## src/rtl/adpll_mod_tx_pkg.sv

```systemverilog
// Shared definitions for the ADPLL modulation TX source: register map,
// FSM state type and small bit-ordering helpers.
package adpll_mod_tx_pkg;

    localparam int unsigned ADPLL_ADDR_W = 8;

    localparam logic [ADPLL_ADDR_W-1:0] MOD_TX_DATA = 8'h40;
    localparam logic [ADPLL_ADDR_W-1:0] MOD_BIT_DIV = 8'h44;
    localparam logic [ADPLL_ADDR_W-1:0] MOD_CTRL    = 8'h48;
    localparam logic [ADPLL_ADDR_W-1:0] MOD_STATUS  = 8'h4C;

    localparam int unsigned BIT_DIV_RST = 31;

    typedef enum logic [1:0] {
        ST_IDLE,
        ST_SHIFT,
        ST_STOP
    } tx_state_e;

    // Bit presented on the line for a given byte image and bit order.
    function automatic logic out_bit(input logic [7:0] v, input logic msb);
        return msb ? v[7] : v[0];
    endfunction

    // Byte image after the presented bit has been consumed.
    function automatic logic [7:0] shift_next(input logic [7:0] v, input logic msb);
        return msb ? {v[6:0], 1'b0} : {1'b0, v[7:1]};
    endfunction

endpackage

```

## src/rtl/adpll_mod_tx_fifo.sv

```systemverilog
// Synchronous byte FIFO, 2**AW deep, with flush. Push while full is
// accepted only when a pop happens in the same cycle.
module adpll_mod_fifo #(
    parameter int unsigned AW = 3,
    parameter int unsigned W  = 8
) (
    input  logic          clk,
    input  logic          rst,
    input  logic          push,
    input  logic          pop,
    input  logic          flush,
    input  logic [W-1:0]  wdata,
    output logic [W-1:0]  rdata,
    output logic          full,
    output logic          empty,
    output logic [AW:0]   level
);

    localparam int unsigned DEPTH = 1 << AW;

    logic [W-1:0] mem [DEPTH];
    logic [AW:0]  wptr;
    logic [AW:0]  rptr;
    logic         do_push;
    logic         do_pop;

    assign level   = wptr - rptr;
    assign full    = (level == (AW+1)'(DEPTH));
    assign empty   = (level == '0);
    assign rdata   = mem[rptr[AW-1:0]];
    assign do_pop  = pop && !empty;
    assign do_push = push && (!full || do_pop);

    // Pointer update; flush takes priority over any same-cycle push/pop.
    always_ff @(posedge clk) begin
        if (rst || flush) begin
            wptr <= '0;
            rptr <= '0;
        end else begin
            if (do_push) wptr <= wptr + 1'b1;
            if (do_pop)  rptr <= rptr + 1'b1;
        end
    end

    // Storage write; no reset needed on the data array.
    always_ff @(posedge clk) begin
        if (do_push && !flush && !rst) mem[wptr[AW-1:0]] <= wdata;
    end

endmodule

```

## src/rtl/adpll_mod_tx.sv

```systemverilog
// ADPLL TX bitstream source: CPU-loaded byte FIFO serialised onto data_mod
// at a programmable bit period, back-to-back across bytes.
module adpll_mod_tx
    import adpll_mod_tx_pkg::*;
#(
    parameter int unsigned FIFO_AW = 3,
    parameter int unsigned DIV_W   = 16
) (
    input  logic                    clk,
    input  logic                    rst,
    input  logic                    valid,
    input  logic [ADPLL_ADDR_W-1:0] address,
    input  logic [31:0]             wdata,
    input  logic                    wstrb,
    output logic [31:0]             rdata,
    output logic                    ready,
    output logic                    data_mod,
    output logic                    tx_busy
);

    logic             en;
    logic             msb_first;
    logic             idle_lvl;
    logic [DIV_W-1:0] bit_div;
    logic             ovf;

    logic             wr;
    logic             push;
    logic             pop;
    logic             flush;

    logic [7:0]       fifo_rdata;
    logic             fifo_full;
    logic             fifo_empty;
    logic [FIFO_AW:0] fifo_level;

    tx_state_e        state;
    logic [7:0]       shreg;
    logic             msb_lat;
    logic [2:0]       bit_cnt;
    logic [DIV_W-1:0] div_cnt;

    logic             unused_bits;

    assign wr      = valid && wstrb;
    assign push    = wr && (address == MOD_TX_DATA);
    assign flush   = wr && (address == MOD_CTRL) && wdata[3];
    assign tx_busy = (state != ST_IDLE);
    assign unused_bits = ^wdata[31:DIV_W];

    adpll_mod_fifo #(
        .AW (FIFO_AW),
        .W  (8)
    ) u_fifo (
        .clk   (clk),
        .rst   (rst),
        .push  (push),
        .pop   (pop),
        .flush (flush),
        .wdata (wdata[7:0]),
        .rdata (fifo_rdata),
        .full  (fifo_full),
        .empty (fifo_empty),
        .level (fifo_level)
    );

    // Pop when idle with data, or at the last clock of bit 7 so the next byte follows with no gap.
    always_comb begin
        pop = 1'b0;
        if (en && !fifo_empty) begin
            if (state == ST_IDLE)
                pop = 1'b1;
            else if (state == ST_SHIFT && div_cnt == '0 && bit_cnt == 3'd7)
                pop = 1'b1;
        end
    end

    // CPU register file: control, divider, sticky overflow and access handshake.
    always_ff @(posedge clk) begin
        if (rst) begin
            ready     <= 1'b0;
            en        <= 1'b0;
            msb_first <= 1'b0;
            idle_lvl  <= 1'b0;
            bit_div   <= DIV_W'(BIT_DIV_RST);
            ovf       <= 1'b0;
        end else begin
            ready <= valid;
            if (wr && address == MOD_BIT_DIV)
                bit_div <= wdata[DIV_W-1:0];
            if (wr && address == MOD_CTRL) begin
                en        <= wdata[0];
                msb_first <= wdata[1];
                idle_lvl  <= wdata[2];
            end
            if (wr && address == MOD_STATUS && wdata[3])
                ovf <= 1'b0;
            if (push && fifo_full && !pop)
                ovf <= 1'b1;
        end
    end

    // Read mux, combinational from address.
    always_comb begin
        rdata = '1;
        case (address)
            MOD_TX_DATA: rdata = '0;
            MOD_BIT_DIV: rdata = 32'(bit_div);
            MOD_CTRL:    rdata = {29'b0, idle_lvl, msb_first, en};
            MOD_STATUS:  rdata = {24'b0, 4'(fifo_level), ovf, fifo_empty, fifo_full, tx_busy};
            default:     rdata = '1;
        endcase
    end

    // Serialiser FSM: divider, bit counter, shift register and registered data_mod.
    always_ff @(posedge clk) begin
        if (rst) begin
            state    <= ST_IDLE;
            data_mod <= 1'b0;
            shreg    <= '0;
            msb_lat  <= 1'b0;
            bit_cnt  <= '0;
            div_cnt  <= '0;
        end else begin
            case (state)
                ST_IDLE: begin
                    if (pop) begin
                        data_mod <= out_bit(fifo_rdata, msb_first);
                        shreg    <= shift_next(fifo_rdata, msb_first);
                        msb_lat  <= msb_first;
                        bit_cnt  <= '0;
                        div_cnt  <= bit_div;
                        state    <= ST_SHIFT;
                    end else begin
                        data_mod <= idle_lvl;
                    end
                end
                ST_SHIFT: begin
                    if (!en) begin
                        data_mod <= idle_lvl;
                        state    <= ST_IDLE;
                    end else if (div_cnt == '0) begin
                        div_cnt <= bit_div;
                        if (bit_cnt == 3'd7) begin
                            if (pop) begin
                                data_mod <= out_bit(fifo_rdata, msb_first);
                                shreg    <= shift_next(fifo_rdata, msb_first);
                                msb_lat  <= msb_first;
                                bit_cnt  <= '0;
                            end else begin
                                data_mod <= idle_lvl;
                                state    <= ST_STOP;
                            end
                        end else begin
                            data_mod <= out_bit(shreg, msb_lat);
                            shreg    <= shift_next(shreg, msb_lat);
                            bit_cnt  <= bit_cnt + 1'b1;
                        end
                    end else begin
                        div_cnt <= div_cnt - 1'b1;
                    end
                end
                ST_STOP: begin
                    data_mod <= idle_lvl;
                    if (!en || div_cnt == '0)
                        state <= ST_IDLE;
                    else
                        div_cnt <= div_cnt - 1'b1;
                end
                default: begin
                    data_mod <= idle_lvl;
                    state    <= ST_IDLE;
                end
            endcase
        end
    end

endmodule

```

## config.mk

```make
export PLATFORM = sky130hd
export DESIGN_NAME = adpll_mod_tx
export DESIGN_NICKNAME = d
export VERILOG_FILES = /design/src/rtl/adpll_mod_tx_pkg.sv /design/src/rtl/adpll_mod_tx_fifo.sv /design/src/rtl/adpll_mod_tx.sv
export SDC_FILE = /design/constraint.sdc
export NUM_CORES = 1
export LEC_CHECK = 0
export CORE_ASPECT_RATIO = 1.1
export CORE_MARGIN = 1
export CORE_UTILIZATION = 56
export CTS_CLUSTER_DIAMETER = 80
export DETAILED_ROUTE_END_ITERATION = 10
export PLACE_DENSITY = 0.78
export SLEW_MARGIN = 15
export SYNTH_ARGS = -nofsm -noshare
export SYNTH_HDL_FRONTEND = slang
export SYNTH_HIERARCHICAL = 1
export SYNTH_SLANG_ARGS = --single-unit
```

## constraint.sdc

```tcl
create_clock -name clk -period 4.35 [get_ports clk]
set_input_delay 1.0875 -clock clk [delete_from_list [all_inputs] [get_ports clk]]
set_output_delay 1.0875 -clock clk [all_outputs]
set_load 0.01 [all_outputs]
```

==> results_dict.tcl, run 1 <==
set metrics [dict create \
    cp.required_ps 3260 \
    cts.sinks 127 \
    yosys.area_share.simple 0.131 \
    power_frac_clock 0.523 \
    layout.nets 676 \
    power_frac_comb 0.040 \
    drtPass1Iterations 6 \
    track_usage 0.274 \
    tightest_slew_ps 905 \
    drc 0 \
    grt_max_degree 57 \
    p_switching_w 0.000652 \
    hold_class "reg -> reg" \
    synth_compound_area_frac 0.158 \
    insertion_delay_ps 430 \
    syn_to_final_growth_pct 20.2 \
    antenna_found_initial 0 \
    r2r-start "u_fifo/wptr[2]$_SDFFE_PP0P_" \
    htreeDepth 4 \
    drv_cap 0 \
    p_per_area_nw_per_um2 378 \
    first_global_vias 4694 \
    ys_seq_area_frac 0.502 \
    hp-start "ovf$_SDFFE_PP0P_" \
    final_cell_mix "64 x edfxtp_1, 61 x dfxtp_1, 61 x clkdlybuf4s50_1" \
    layout_commonest_cell "edfxtp_1" \
    wire_per_inst_um 19.1 \
    synth_nets 630 \
    synth_mux_area_frac 0.113 \
    syn-mean-instance-area_sq_um 11.0 \
    pin_count 79 \
    p_leak_nw 2.69 \
    dieArea_sq_um 11800 \
    synth_xor_xnor_area_share 0.00967 \
    cts-root-buf "clkbuf_16" \
    internal_power_w 0.00223 \
    period_needed_ps 4210 \
    yosysUniqueCellTypes 69 \
    rrSetupSlack_ps 570 \
    tns_ps 0 \
    yosys.area_share.adder 0.0249 \
    overflow 0 \
    ir_drop_uv 293 \
    end_kind "primary output" \
    final_hold_viol_count 0 \
    slew_headroom 0.395 \
    status "complete, no violations" \
    syn_area_sq_um 6340 \
    syn-instance-count 574 \
    antenna_cells 0 \
    whs_ps 475 \
    globalplace.congestion 0.810 \
    finClkSkew_ps 8.78 \
    core_sq_um 11000 \
    synth_ff_type "edfxtp_1" \
    crit_type "in -> out" \
    finalWorstSetupSlack_ps 137 \
    crit_path_max_fanout 23 \
    fp.dieW_um 103 \
    wirelength_um 14900 \
    synth_edf_count 64 \
    yosys_warnings 6 \
    crit_start "address[7]" \
    drive_gt1_frac 0.183 \
    dp_slack_ps 51.8 \
    first_iter_violations 472 \
    dp_hpwl_um 9760 \
    grt_pass1_wl_um 24000 \
    cp.arrival_ps 3130 \
    max_freq_mhz 237 \
    dr_total_vias 4777 \
    start_kind "primary input" \
    synth_top_family_by_area "compound AO/OA/AOI/OAI gates" \
    rsz0062_at_grt "false" \
    initial_core_util 0.579 \
    cts_buffers 17 \
    clkTransAtPathRegs_ps 60 \
    async_reset_ff_frac 0 \
    finalInstanceArea_sq_um 7620 \
    place_area_sq_um 6970 \
    seqPwrFrac 0.437 \
    die_h_um 114 \
    slew_violations 0 \
    portBuffers 62 \
    cts.path.max_buffers 2 \
    vias_per_cell 6.12 \
    cts_tree "yes" \
    synth_seq_cells 127 \
    drtAntennaViolNets 0 \
    setup_viol 0 \
    fp-row-count 40 \
    switching_share 0.226 \
    post-route-period-util 0.968 \
]
==> stage by stage <==
stage	std cells	utilization	total power [W]
final	780	0.696	0.00288
after CTS	779	0.693	0.00289
after floorplan	574	-	0.00134
after global placement	747	0.636	0.00139
after detailed placement	747	0.636	0.00140
after global routing	780	0.696	0.00295
==> worst paths after layout <==
kind,end,cells after the start
hold / removal,ovf$_SDFFE_PP0P_,2
hold reg to reg,ovf$_SDFFE_PP0P_,2
setup reg to reg,u_fifo/mem[4][2]$_DFFE_PP_,11
setup / recovery,rdata[6],6
==> logic make-up (layout without fill, tap and decap cells) <==
group                    count (synthesis)  in the layout
AO/OA/AOI/OAI                          138            138
XOR/XNOR                                 7              7
adder cells (fa/ha/maj)                 12             12
buffers and inverters                   80            139
flip-flops                             127            127
multiplexers                            49             49
AND/OR/NAND/NOR                        161            161
==> synthesized netlist by cell type, drive strengths merged (10+ instances only) <==
| library cell | instances | area, sq um |
|---|---|---|
| buf | 28 | 194 |
| clkbuf | 23 | 87.6 |
| mux2i | 13 | 130 |
| o21ai | 12 | 71.3 |
| a21o | 18 | 136 |
| nor3 | 14 | 86.3 |
| edfxtp | 64 | 1920 |
| mux2 | 20 | 225 |
| inv | 29 | 109 |
| dfxtp | 63 | 1260 |
| ha | 11 | 138 |
| nor2 | 31 | 119 |
| o32ai | 10 | 87.6 |
| nand3 | 10 | 50.1 |
| a21oi | 46 | 234 |
| nand2 | 58 | 218 |
| mux4 | 16 | 360 |
==> per-layer routing <==
metal | GRT usage | vias to the layer above | share of wire
met2 | 0.452 | 232 | 0.50
met3 | 0.0594 | 36 | 0.071
met4 | 0.115 | 0 | 0.023
met5 | 0 | - | 0
met1 | 0.347 | 2285 | 0.41
li1 | - | 2224 | -
==> flip-flops by register name (all words and copies together) (netlist names), named ones only <==
name         flops
bit_div         16
msb_lat          1
data_mod         1
en               1
state            2
ready            1
msb_first        1
div_cnt         16
shreg            8
u_fifo/mem      64
idle_lvl         1
u_fifo/wptr      4
u_fifo/rptr      4
ovf              1
bit_cnt          3
==> power by group through the flow <==
stage          clock network [W]  registers [W]  logic (W)
2_1_floorplan                  0        0.00129  0.0000567
3_5_place_dp                   0        0.00128   0.000113
3_3_place_gp                   0        0.00128   0.000110
4_1_cts                  0.00152        0.00126   0.000114
5_1_grt                  0.00157        0.00126   0.000124
6_report                 0.00151        0.00126   0.000115
==> repair_timing <==
item / 4_1_cts / 5_1_grt
endpoints found under the setup margin: 1 / 2
pin swaps: 0 / 1
gates resized for setup: 1 / 4
hold buffers: 0 / 0
buffers inserted: 0 / 1
==> critical path, stage by stage <==
cell and delay (ps):
clkdlybuf4s50_1 410, nor4b_1 320, nand2_1 340, buf_4 320, a21o_1 170, clkdlybuf4s50_1 480
==> layout make-up <==
| cell class | count | area, sq um |
|---|---|---|
| Sequential cell | 127 | 3190 |
| Inverter | 29 | 109 |
| Timing Repair Buffer | 78 | 736 |
| Tap cell | 147 | 184 |
| Multi-Input combinational cell | 367 | 2790 |
| Clock inverter | 15 | 199 |
| Clock buffer | 17 | 425 |
| Fill cell | 783 | 3340 |
Power figures use the tool's default switching activity.
==> run 2, diff against run 1 <==
Settings changed: CORE_UTILIZATION 56 to 58, CTS_BUF_LIST from default to sky130_fd_sc_hd__clkbuf_2 sky130_fd_sc_hd__clkbuf_4 sky130_fd_sc_hd__clkbuf_8, PLACE_DENSITY 0.78 to 0.81.
==> results_dict.tcl, run 2 (same netlist as run 1, synthesis figures left out) <==
set metrics [dict create \
    status "complete, no violations" \
    finClkSkew_ps 16.1 \
    drive_gt1_frac 0.185 \
    hold_class "reg -> reg" \
    initial_core_util 0.604 \
    clkTransAtPathRegs_ps 70 \
    hp-start "bit_cnt[1]$_SDFFE_PP0P_" \
    power_frac_comb 0.048 \
    p_leak_nw 2.58 \
    internal_power_w 0.00183 \
    critPathBufInv 4 \
    antenna_found_initial 0 \
    fp-row-count 39 \
    final_cell_mix "64 x edfxtp_1, 61 x dfxtp_1, 59 x clkdlybuf4s50_1" \
    die_h_um 112 \
    max_freq_mhz 243 \
    drtPass1Iterations 5 \
    slew_violations 0 \
    largest_reg_flops 64 \
    wirelength_um 14600 \
    end_kind "primary output" \
    finalInstanceArea_sq_um 7390 \
    overflow 0 \
    cts.sinks 127 \
    fp.dieW_um 102 \
    tightest_slew_ps 904 \
    dr_total_vias 4777 \
    wire_per_inst_um 18.8 \
    critPathTopFamily "buffers and inverters" \
    track_usage 0.275 \
    start_kind "primary input" \
    multi_input_area_sq_um 2790 \
    pin_count 79 \
    vias_per_cell 6.16 \
    final_hold_viol_count 0 \
    slew_headroom 0.395 \
    switching_share 0.234 \
    core_sq_um 10500 \
    period_needed_ps 4120 \
    post-route-period-util 0.947 \
    p_switching_w 0.000559 \
    cts-root-buf "clkbuf_8" \
    syn_to_final_growth_pct 16.6 \
    crit_type "in -> out" \
    htreeDepth 4 \
    seqCellArea_sq_um 3190 \
    cp.required_ps 3260 \
    dp_slack_ps 190 \
    seqPwrFrac 0.526 \
    layout_commonest_cell "edfxtp_1" \
    r2r-start "div_cnt[0]$_SDFFE_PP0P_" \
    drc 0 \
    tns_ps 0 \
    drv_cap 0 \
    drtAntennaViolNets 0 \
    post_cts_buffers 0 \
    slowest_stage "clkdlybuf4s50_1" \
    ir_drop_uv 202 \
    rsz0062_at_grt "false" \
    portBuffers 62 \
    crit_path_max_fanout 12 \
    finalWorstSetupSlack_ps 229 \
    dieArea_sq_um 11400 \
    slowest_delay_ps 490 \
    first_iter_violations 415 \
    place_area_sq_um 6970 \
    grt_max_degree 57 \
    grt_pass1_wl_um 23500 \
    power_frac_clock 0.426 \
    cts_tree "yes" \
    cts_buffers 17 \
    cts.path.max_buffers 2 \
    setup_viol 0 \
    p_per_area_nw_per_um2 323 \
    fillers 759 \
    dp_hpwl_um 10000 \
    crit_chain "clkdlybuf4s50_1 > nor4b_1 > nand2_1 > buf_4 > buf_4 > clkdlybuf4s50_1" \
    cp.arrival_ps 3030 \
    insertion_delay_ps 450 \
    first_global_vias 4754 \
    crit_start "address[6]" \
    globalplace.congestion 0.825 \
    antenna_cells 0 \
    layout.nets 676 \
]
run 2: path summary, 6_finish.rpt:
check	to	slack, ps	cells past startpoint
min	bit_cnt[1]$_SDFFE_PP0P_	480	2
min reg2reg	bit_cnt[1]$_SDFFE_PP0P_	480	2
max reg2reg	u_fifo/mem[4][6]$_DFFE_PP_	630	9
max	rdata[21]	230	6
run 2: layout make-up:
| class | instances | share of cell area |
|---|---|---|
| sequential | 127 | 0.431 |
| clock buffer | 18 | 0.0327 |
| timing repair buffer | 78 | 0.100 |
| inverter | 29 | 0.0147 |
| tap | 143 | 0.0242 |
| clock inverter | 14 | 0.0206 |
| multi-input combinational | 367 | 0.377 |
run 2: what timing repair did:
action                                  4_1_cts  5_1_grt
gates cloned                                  0        0
endpoints found under the setup margin        2        2
gates resized for setup                       3        4
hold buffers                                  0        0
run 2: power by group through the flow:
stage | registers [W] | clock network [W] | logic (W)
finish | 0.00126 | 0.00102 | 0.000114
global route | 0.00126 | 0.00107 | 0.000123
CTS | 0.00126 | 0.00102 | 0.000113
detailed placement | 0.00129 | 0 | 0.000113
global placement | 0.00129 | 0 | 0.000109
floorplan | 0.00129 | 0 | 0.0000567
run 2: stage by stage:
step	total power [W]	utilization	hold WS, ps	cells
floorplan	0.00134	-	441	574
global placement	0.00139	0.665	453	744
detailed placement	0.00140	0.665	471	744
CTS	0.00239	0.704	481	776
global route	0.00245	0.705	508	776
finish	0.00239	0.705	481	776
run 2: metal layers:
layer,track usage,share of wire,up-vias
met5,0,0,-
met4,0.122,0.030,0
met3,0.0590,0.061,35
met2,0.476,0.52,208
met1,0.324,0.39,2313
li1,-,-,2221
run 2: worst reg2reg max path, cell delays in order (launching register included):
cell and delay [ps]:
dfxtp_1 310, inv_1 100, ha_1 310, or4b_1 530, nor4_4 320, a31oi_1 210
nor2_1 340, o41a_1 290, nand3b_1 180, nor2_1 750
==> run 3, diff against run 2 <==
Settings changed: CORE_UTILIZATION 58 to 50, PLACE_DENSITY 0.81 to 0.71.
==> results_dict.tcl, run 3 (same netlist as run 1, synthesis figures left out) <==
set metrics [dict create \
    dr_total_vias 4626 \
    pin_count 79 \
    insertion_delay_ps 440 \
    power_frac_comb 0.048 \
    cts_buffers 17 \
    p_leak_nw 2.57 \
    tightest_slew_ps 979 \
    crit_top_cell "inv_1" \
    first_global_vias 4671 \
    clkTransAtPathRegs_ps 80 \
    slew_headroom 0.341 \
    crit_type "reg -> out" \
    core_sq_um 12200 \
    cp.arrival_ps 3080 \
    slowest_stage "clkdlybuf4s50_1" \
    power_frac_clock 0.422 \
    largest_reg_flops 64 \
    final_cell_mix "64 x edfxtp_1, 61 x dfxtp_1, 60 x clkdlybuf4s50_1" \
    final_cells 787 \
    end_kind "primary output" \
    post-route-period-util 0.959 \
    dieArea_sq_um 13100 \
    cts_tree "yes" \
    antenna_cells 0 \
    place_area_sq_um 6980 \
    crit_chain "inv_1 > ha_1 > inv_1 > fa_1 > xor2_1 > or3_4 > nor2_4 > nand2_1 > o21ai_0 > a221o_1 > clkdlybuf4s50_1" \
    die_h_um 120 \
    grt_pass1_wl_um 23200 \
    rsz0062_at_grt "false" \
    globalplace.congestion 0.818 \
    finalInstanceArea_sq_um 7400 \
    switching_share 0.248 \
    fp-row-count 42 \
    crit_path_max_fanout 4 \
    finClkSkew_ps 8.47 \
    drtPass1Iterations 6 \
    dp.cells 754 \
    cts.path.max_buffers 2 \
    setup_viol 0 \
    tns_ps 0 \
    portBuffers 62 \
    wirelength_um 14700 \
    utilization 0.607 \
    internal_power_w 0.00178 \
    cp.required_ps 3260 \
    drtAntennaViolNets 0 \
    first_iter_violations 313 \
    holdBufCountCts 0 \
    hold_class "reg -> reg" \
    wire_per_inst_um 18.7 \
    critPathBufInv 3 \
    dp_hpwl_um 10300 \
    max_freq_mhz 240 \
    drc 0 \
    cts-root-buf "clkbuf_8" \
    grt_max_degree 57 \
    layout_commonest_cell "edfxtp_1" \
    slowest_delay_ps 560 \
    layout.nets 676 \
    seqPwrFrac 0.530 \
    htreeDepth 4 \
    p_switching_w 0.000588 \
    start_kind "flop" \
    drive_gt1_frac 0.185 \
    cts.sinks 127 \
    critPathTopFamily "buffers and inverters" \
    antenna_found_initial 0 \
    initial_core_util 0.520 \
    status "complete, no violations" \
    period_needed_ps 4170 \
    fp.dieW_um 109 \
    finalPower_w 0.00237 \
    ir_drop_uv 147 \
    p_per_area_nw_per_um2 320 \
    overflow 0 \
    vias_per_cell 5.88 \
    syn_to_final_growth_pct 16.8 \
    slew_violations 0 \
    drv_cap 0 \
    track_usage 0.236 \
    final_hold_viol_count 0 \
]
## run 3: what timing repair did
action | 4_1_cts | 5_1_grt
resized for setup | 3 | 4
pin swaps | 0 | 1
setup endpoints to repair | 2 | 2
cloned | 0 | 0
buffers inserted | 0 | 1
## run 3: routing by layer
metal,vias to the layer above,global-route usage,wire length (um)
met4,0,0.0925,383
met1,2238,0.288,6160
met2,149,0.391,7280
li1,2215,-,-
met5,-,0,0
met3,24,0.0674,859
## run 3: area by class of cell
type	count	area [sq um]
Clock buffer	18	241
Clock inverter	14	146
Fill cell	975	4790
Inverter	29	109
Multi-Input combinational cell	367	2790
Sequential cell	127	3190
Tap cell	154	193
Timing Repair Buffer	78	738
## run 3: worst paths after layout
kind                                from                    endpoint  slack, ps  depth (start not counted)
min reg2reg      bit_cnt[1]$_SDFFE_PP0P_     bit_cnt[1]$_SDFFE_PP0P_        490                          2
max          u_fifo/wptr[0]$_SDFFE_PP0P_                    rdata[2]        180                         11
max reg2reg      div_cnt[0]$_SDFFE_PP0P_  u_fifo/mem[7][7]$_DFFE_PP_        690                          9
min              bit_cnt[1]$_SDFFE_PP0P_     bit_cnt[1]$_SDFFE_PP0P_        490                          2
## run 3: worst reg2reg max path: cells and delay by family (launching register included)
| family | cells | cell delay, ps |
|---|---|---|
| AOI/OAI and AO/OA | 2 | 460 |
| DFF | 1 | 320 |
| and+or+nand+nor | 5 | 2060 |
| adders and majority gates | 1 | 350 |
| buffers and inverters | 1 | 90 |
## run 3: stage by stage
stage	hold WS, ps	setup WS (ps)
5_1_grt	501	14.0
3_5_place_dp	473	221
2_1_floorplan	441	768
3_3_place_gp	451	277
6_report	488	179
4_1_cts	487	69.0
## run 3: power groups by stage
stage / Sequential (W) / Clock, W / Combinational, W
5_1_grt: 0.00126 / 0.00107 / 0.000124
2_1_floorplan: 0.00129 / 0 / 0.0000567
3_3_place_gp: 0.00129 / 0 / 0.000110
6_report: 0.00126 / 0.00100 / 0.000114
4_1_cts: 0.00126 / 0.00102 / 0.000114
3_5_place_dp: 0.00129 / 0 / 0.000113
